### config.mk
export PLATFORM = sky130hd
export DESIGN_NAME = smc_stream
export DESIGN_NICKNAME = d
export VERILOG_FILES = /design/src/rtl/smc_pkg.sv /design/src/rtl/smc_idn_unit.sv /design/src/rtl/smc_stream.sv
export SDC_FILE = /design/constraint.sdc
export NUM_CORES = 1
export LEC_CHECK = 0
export CORE_MARGIN = 2
export CORE_UTILIZATION = 34
export DETAILED_ROUTE_END_ITERATION = 10
export GPL_TIMING_DRIVEN = 1
export HOLD_SLACK_MARGIN = 0.02
export PLACE_DENSITY = 0.52
export REMOVE_ABC_BUFFERS = 1
export SYNTH_ARGS = -nofsm -noshare
export SYNTH_HDL_FRONTEND = slang
export SYNTH_SLANG_ARGS = --single-unit
### constraint.sdc
create_clock -name clk -period 12.55 [get_ports clk]
set_input_delay 1.8825 -clock clk [delete_from_list [all_inputs] [get_ports clk]]
set_output_delay 1.8825 -clock clk [all_outputs]
set_load 0.05 [all_outputs]
### src/rtl/smc_pkg.sv
// Shared types and helpers for the serial SMC front end.
// Latency: n/a (types, constants, pure function).
// Backpressure: n/a.
package smc_pkg;

  typedef enum logic [2:0] {
    IDLE  = 3'd0,
    LOAD  = 3'd1,
    CALC  = 3'd2,
    CALC2 = 3'd3,
    OUT   = 3'd4
  } state_t;

  localparam int NUM_TR = 6;
  localparam int DW     = 8;

  // mode[MODE_ID_BIT]=1 selects drain current, else transconductance.
  localparam int MODE_ID_BIT = 0;
  // mode[MODE_HI_BIT]=1 selects the largest three sorted entries.
  localparam int MODE_HI_BIT = 1;

  // floor(x/3) for 0..255 via multiply-by-reciprocal; 171/512 stays exact over this range.
  function automatic logic [7:0] div3(input logic [7:0] x);
    logic [16:0] t;
    t = {9'd0, x} * 17'd171;
    return t[16:9];
  endfunction

endpackage

### src/rtl/smc_idn_unit.sv
// Per-record product W*(Id or gm) for the beat currently presented.
// Latency: combinational.
// Backpressure: none; evaluated whenever inputs change.
module smc_idn_unit
  import smc_pkg::*;
(
  input  logic          is_id,
  input  logic [2:0]    w,
  input  logic [2:0]    v_gs,
  input  logic [2:0]    v_ds,
  output logic [DW-1:0] p
);

  logic [7:0]  vov8;
  logic [7:0]  vds8;
  logic        triode;
  logic [7:0]  val8;
  logic [15:0] prod;

  // Overdrive, region decision and the selected characteristic scaled by W.
  always_comb begin
    vov8   = (v_gs == 3'd0) ? 8'd0 : {5'd0, v_gs - 3'd1};
    vds8   = {5'd0, v_ds};
    triode = (vds8 <= vov8);
    if (is_id) begin
      // In triode V_DS <= Vov, so the subtraction cannot go negative.
      val8 = triode ? (8'd2 * vov8 * vds8 - vds8 * vds8) : (vov8 * vov8);
    end else begin
      val8 = triode ? (vds8 << 1) : (vov8 << 1);
    end
    prod = {8'd0, val8} * {13'd0, w};
    p    = prod[DW-1:0];
  end

endmodule

### src/rtl/smc_stream.sv
// Serial SMC: collects six records into a sorted array, then emits one 8-bit result.
// Latency: out_valid 2 cycles after the 6th beat (3 with SMC_STREAM_PIPE_EN defined).
// Backpressure: none; in_valid during CALC/CALC2/OUT is dropped, a gap in LOAD aborts.
module smc_stream
  import smc_pkg::*;
(
  input  logic          clk,
  input  logic          rst,
  input  logic          in_valid,
  input  logic [1:0]    mode,
  input  logic [2:0]    W,
  input  logic [2:0]    V_GS,
  input  logic [2:0]    V_DS,
  output logic          out_valid,
  output logic [DW-1:0] out_n
);

  state_t      state;
  logic [2:0]  cnt;
  logic [1:0]  mode_q;
  logic [7:0]  s   [NUM_TR];
  logic [7:0]  ins [NUM_TR];
  logic [2:0]  pos;
  logic        is_id;
  logic [7:0]  p;
  logic [7:0]  da, db, dc;
  logic [7:0]  ua, ub, uc;
  logic [9:0]  id_sum, gm_sum;
  logic [9:0]  id_q, gm_q;
  logic [7:0]  res;

  // Mode is only valid on the wire for the first beat; later beats use the latched copy.
  assign is_id = (state == IDLE) ? mode[MODE_ID_BIT] : mode_q[MODE_ID_BIT];

  smc_idn_unit u_idn (
    .is_id (is_id),
    .w     (W),
    .v_gs  (V_GS),
    .v_ds  (V_DS),
    .p     (p)
  );

  // Insert p after every valid entry <= p; entries are ascending so that set is a prefix.
  always_comb begin
    pos = 3'd0;
    for (int i = 0; i < NUM_TR; i++) begin
      if ((3'(i) < cnt) && (s[i] <= p)) pos = pos + 3'd1;
    end
    ins[0] = (pos == 3'd0) ? p : s[0];
    for (int i = 1; i < NUM_TR; i++) begin
      if (3'(i) < pos)       ins[i] = s[i];
      else if (3'(i) == pos) ins[i] = p;
      else                   ins[i] = s[i-1];
    end
  end

  // Pick the lower or upper half of the sorted array and divide each entry by 3.
  always_comb begin
    if (mode_q[MODE_HI_BIT]) begin
      da = div3(s[3]);
      db = div3(s[4]);
      dc = div3(s[5]);
    end else begin
      da = div3(s[0]);
      db = div3(s[1]);
      dc = div3(s[2]);
    end
  end

`ifdef SMC_STREAM_PIPE_EN
  logic [7:0] pa, pb, pc;
  assign ua = pa;
  assign ub = pb;
  assign uc = pc;
`else
  assign ua = da;
  assign ub = db;
  assign uc = dc;
`endif

  // Weighted sum favours the smallest (a) for Id; plain mean for gm.
  always_comb begin
    id_sum = 10'd3 * {2'd0, uc} + 10'd4 * {2'd0, ub} + 10'd5 * {2'd0, ua};
    gm_sum = {2'd0, ua} + {2'd0, ub} + {2'd0, uc};
    id_q   = id_sum / 10'd12;
    gm_q   = gm_sum / 10'd3;
    res    = mode_q[MODE_ID_BIT] ? id_q[7:0] : gm_q[7:0];
  end

  // Control FSM with registered result strobe.
  always_ff @(posedge clk) begin
    if (rst) begin
      state     <= IDLE;
      cnt       <= 3'd0;
      mode_q    <= 2'd0;
      out_valid <= 1'b0;
      out_n     <= '0;
      for (int i = 0; i < NUM_TR; i++) s[i] <= 8'd0;
`ifdef SMC_STREAM_PIPE_EN
      pa <= 8'd0;
      pb <= 8'd0;
      pc <= 8'd0;
`endif
    end else begin
      out_valid <= 1'b0;
      out_n     <= '0;
      case (state)
        IDLE: begin
          if (in_valid) begin
            mode_q <= mode;
            s[0]   <= p;
            for (int i = 1; i < NUM_TR; i++) s[i] <= 8'd0;
            cnt    <= 3'd1;
            state  <= LOAD;
          end
        end
        LOAD: begin
          if (in_valid) begin
            s   <= ins;
            cnt <= cnt + 3'd1;
            if (cnt == 3'(NUM_TR - 1)) state <= CALC;
          end else begin
            cnt   <= 3'd0;
            state <= IDLE;
          end
        end
        CALC: begin
`ifdef SMC_STREAM_PIPE_EN
          pa    <= da;
          pb    <= db;
          pc    <= dc;
          state <= CALC2;
`else
          out_valid <= 1'b1;
          out_n     <= res;
          state     <= OUT;
`endif
        end
        CALC2: begin
          out_valid <= 1'b1;
          out_n     <= res;
          state     <= OUT;
        end
        OUT: begin
          cnt   <= 3'd0;
          state <= IDLE;
        end
        default: state <= IDLE;
      endcase
    end
  end

endmodule
==> results.yml <==
status:
  status: "complete, no violations"
yosys:
  postSynthCellCount: 1774
  synth_cell_type_count: 98
  ys.flop_type: "dfxtp_1"
  ys_warn_count: 0
  syn-mean-instance-area_um2: 8.45
  synth_edf_count: 0
  synth_seq_cells: 65
  synth-async-reset-ratio: 0
  ys_seq_area_frac: 0.0868
  netlist_area_um2: 15000
power:
  clkPwrFrac: 0.159
  power_frac_comb: 0.704
  ir_drop_mv: 0.0847
  switching_power_mw: 0.850
  powerDensity_nw_per_um2: 104
  switching_share: 0.506
  p_leak_nw: 8.58
  power.internal_mw: 0.829
  seq_power_share: 0.137
sta:
  worst_pin_slew_ns: 1.04
  worst_slack_ns: 0.712
  tns_ns: 0
  finalSetupViolCount: 0
  finalCritPeriodShare: 0.943
  max_freq_mhz: 84.5
  hold_viol: 0
  slew_headroom: 0.305
  fin_crit_ns: 11.84
  rsz0062_at_grt: "false"
  fin_skew_ns: 0.0129
  slew_violations: 0
floorplanning:
  num_rows: 76
  die_w_um: 214
  core-area_um2: 43300
  die_h_um: 214
  die-area_um2: 45800
  start_util: 0.346
  io-pin-count: 23
job:
  maxCapViolCount: 0
clocking:
  cts_buffer_depth: 2
  cts_tree: "built"
  cts_root_buffer: "clkbuf_16"
  insertion_delay_ns: 0.36
  clkTransAtPathRegs_ns: 0.05
  clock-sinks: 65
  cts_max_level: 3
  numCtsBuffers: 9
setup_path:
  slowest_stage: "clkdlybuf4s50_1"
  cpMostUsedCell: "ha_1"
  max_stage_delay_ns: 0.54
  reg2regPathDepth: 31
  arrival_ns: 12.12
  crit_path_max_fanout: 10
  endpoint_kind: "flop"
  path_class: "in2reg"
  worst_setup_path_start_kind: "input pin"
  cp.required_ns: 12.83
detailed_routing:
  routedWlPerCell_um: 15.4
  drt-initial-drc-count: 733
  first_pass_iters: 5
  drc: 0
  routed_wl_um: 36600
  via_per_inst: 5.09
  dr_total_vias: 12100
  final_antenna_net_count: 0
global_route:
  grt_antenna_before_repair: 0
  grt_pass1_vias: 11800
  grt_max_degree: 33
  grtUsageTotal: 0.162
  overflow: 0
  grt_pass1_wl_um: 60900
layout:
  mostFrequentLayoutCell: "ha_1"
  drive_above_1_share: 0.0497
  final_cell_area_um2: 16200
  syn_to_final_growth_pct: 8.19
  num-fill-cells: 4475
  fin_nets: 2263
  final_cell_mix: "ha_1, inv_1, fa_1"
  final_cell_count_no_fill: 2377
placed_design:
  post-place-ws_ns: 0.0317
  hpwlAfterDp_um: 30000
  place_inst: 2359
  place_area_um2: 15900
  numPortBuffers: 22
  gp_congestion: 0.860
worst_hold_path:
  min_path_type: "reg2reg"
  holdPathStages: 1
-- timing repair --
item,CTS,global route
gates resized for setup,0,6
hold endpoints to repair,0,0
endpoints found under the setup margin,0,48
buffers inserted,0,1
hold buffers,0,0
-- registers in the layout, summed over array words and instances (netlist names) --
name       flops
cnt            3
out_n          8
out_valid      1
s             48
state          3
mode_q         2
-- per-layer routing --
metal  wire length, um  track usage
met1             17800        0.228
met4               699       0.0431
met2             16700        0.264
met3              1450       0.0179
met5                 0            0
-- kinds of logic after synthesis --
kind of cell	synth area share
compound gates	0.166
xor+xnor	0.0495
fa+ha+maj	0.440
buf+inv	0.0946
flops	0.0868
mux	0.0313
simple gates	0.131
-- power by group through the flow --
stage | registers (mW) | logic [mW] | clock network, mW
finish | 0.230 | 1.18 | 0.268
global route | 0.231 | 1.34 | 0.280
global placement | 0.235 | 1.15 | 0
CTS | 0.230 | 1.18 | 0.273
floorplan | 0.227 | 0.885 | 0
detailed placement | 0.235 | 1.17 | 0
-- area by class of cell --
type	instances	area (um^2)	area share
Clock inverter	7	80.1	0.00494
Antenna cell	1	2.50	0.000154
Sequential cell	65	1300	0.0803
Multi-Input combinational cell	1340	12300	0.758
Tap cell	585	732	0.0451
Inverter	333	1250	0.0771
Timing Repair Buffer	37	333	0.0205
Clock buffer	9	225	0.0139
-- cells in the mapped netlist, types with 28 or more instances --
cell	count	area, um^2
a21oi_1	84	420
dfxtp_1	65	1300
fa_1	106	2120
ha_1	357	4470
inv_1	333	1250
mux2i_1	39	390
nand2_1	100	375
nand3_1	28	140
nor2_1	102	383
nor3_1	44	220
o21ai_0	74	370
xnor2_1	44	385
-- worst paths after layout --
kind                       from                   to  slack [ns]
max                     V_GS[0]    s[2]$_SDFFE_PP0P_        0.71
min           s[0]$_SDFFE_PP0P_    s[0]$_SDFFE_PP0P_        0.52
max reg2reg  s[43]$_SDFFE_PP0P_  out_n[0]$_SDFF_PP0_        2.86
min reg2reg   s[0]$_SDFFE_PP0P_    s[0]$_SDFFE_PP0P_        0.52
-- critical path: cells and delay by family --
kind,cells,cell delay [ns]
and+or+nand+nor,8,1.04
adders and majority gates,13,4.12
xor gates and xnor gates,6,1.52
muxes,1,0.29
AOI/OAI and AO/OA,11,2.00
buffers and inverters,9,1.27
-- per-stage QoR --
step	util	hold WS, ns	total power [mW]
2_1_floorplan	-	0.481	1.11
3_3_place_gp	0.367	0.518	1.39
3_5_place_dp	0.367	0.516	1.40
4_1_cts	0.374	0.528	1.68
5_1_grt	0.375	0.559	1.85
6_report	0.375	0.522	1.68
Note: power is estimated with default switching activity, not from simulation.
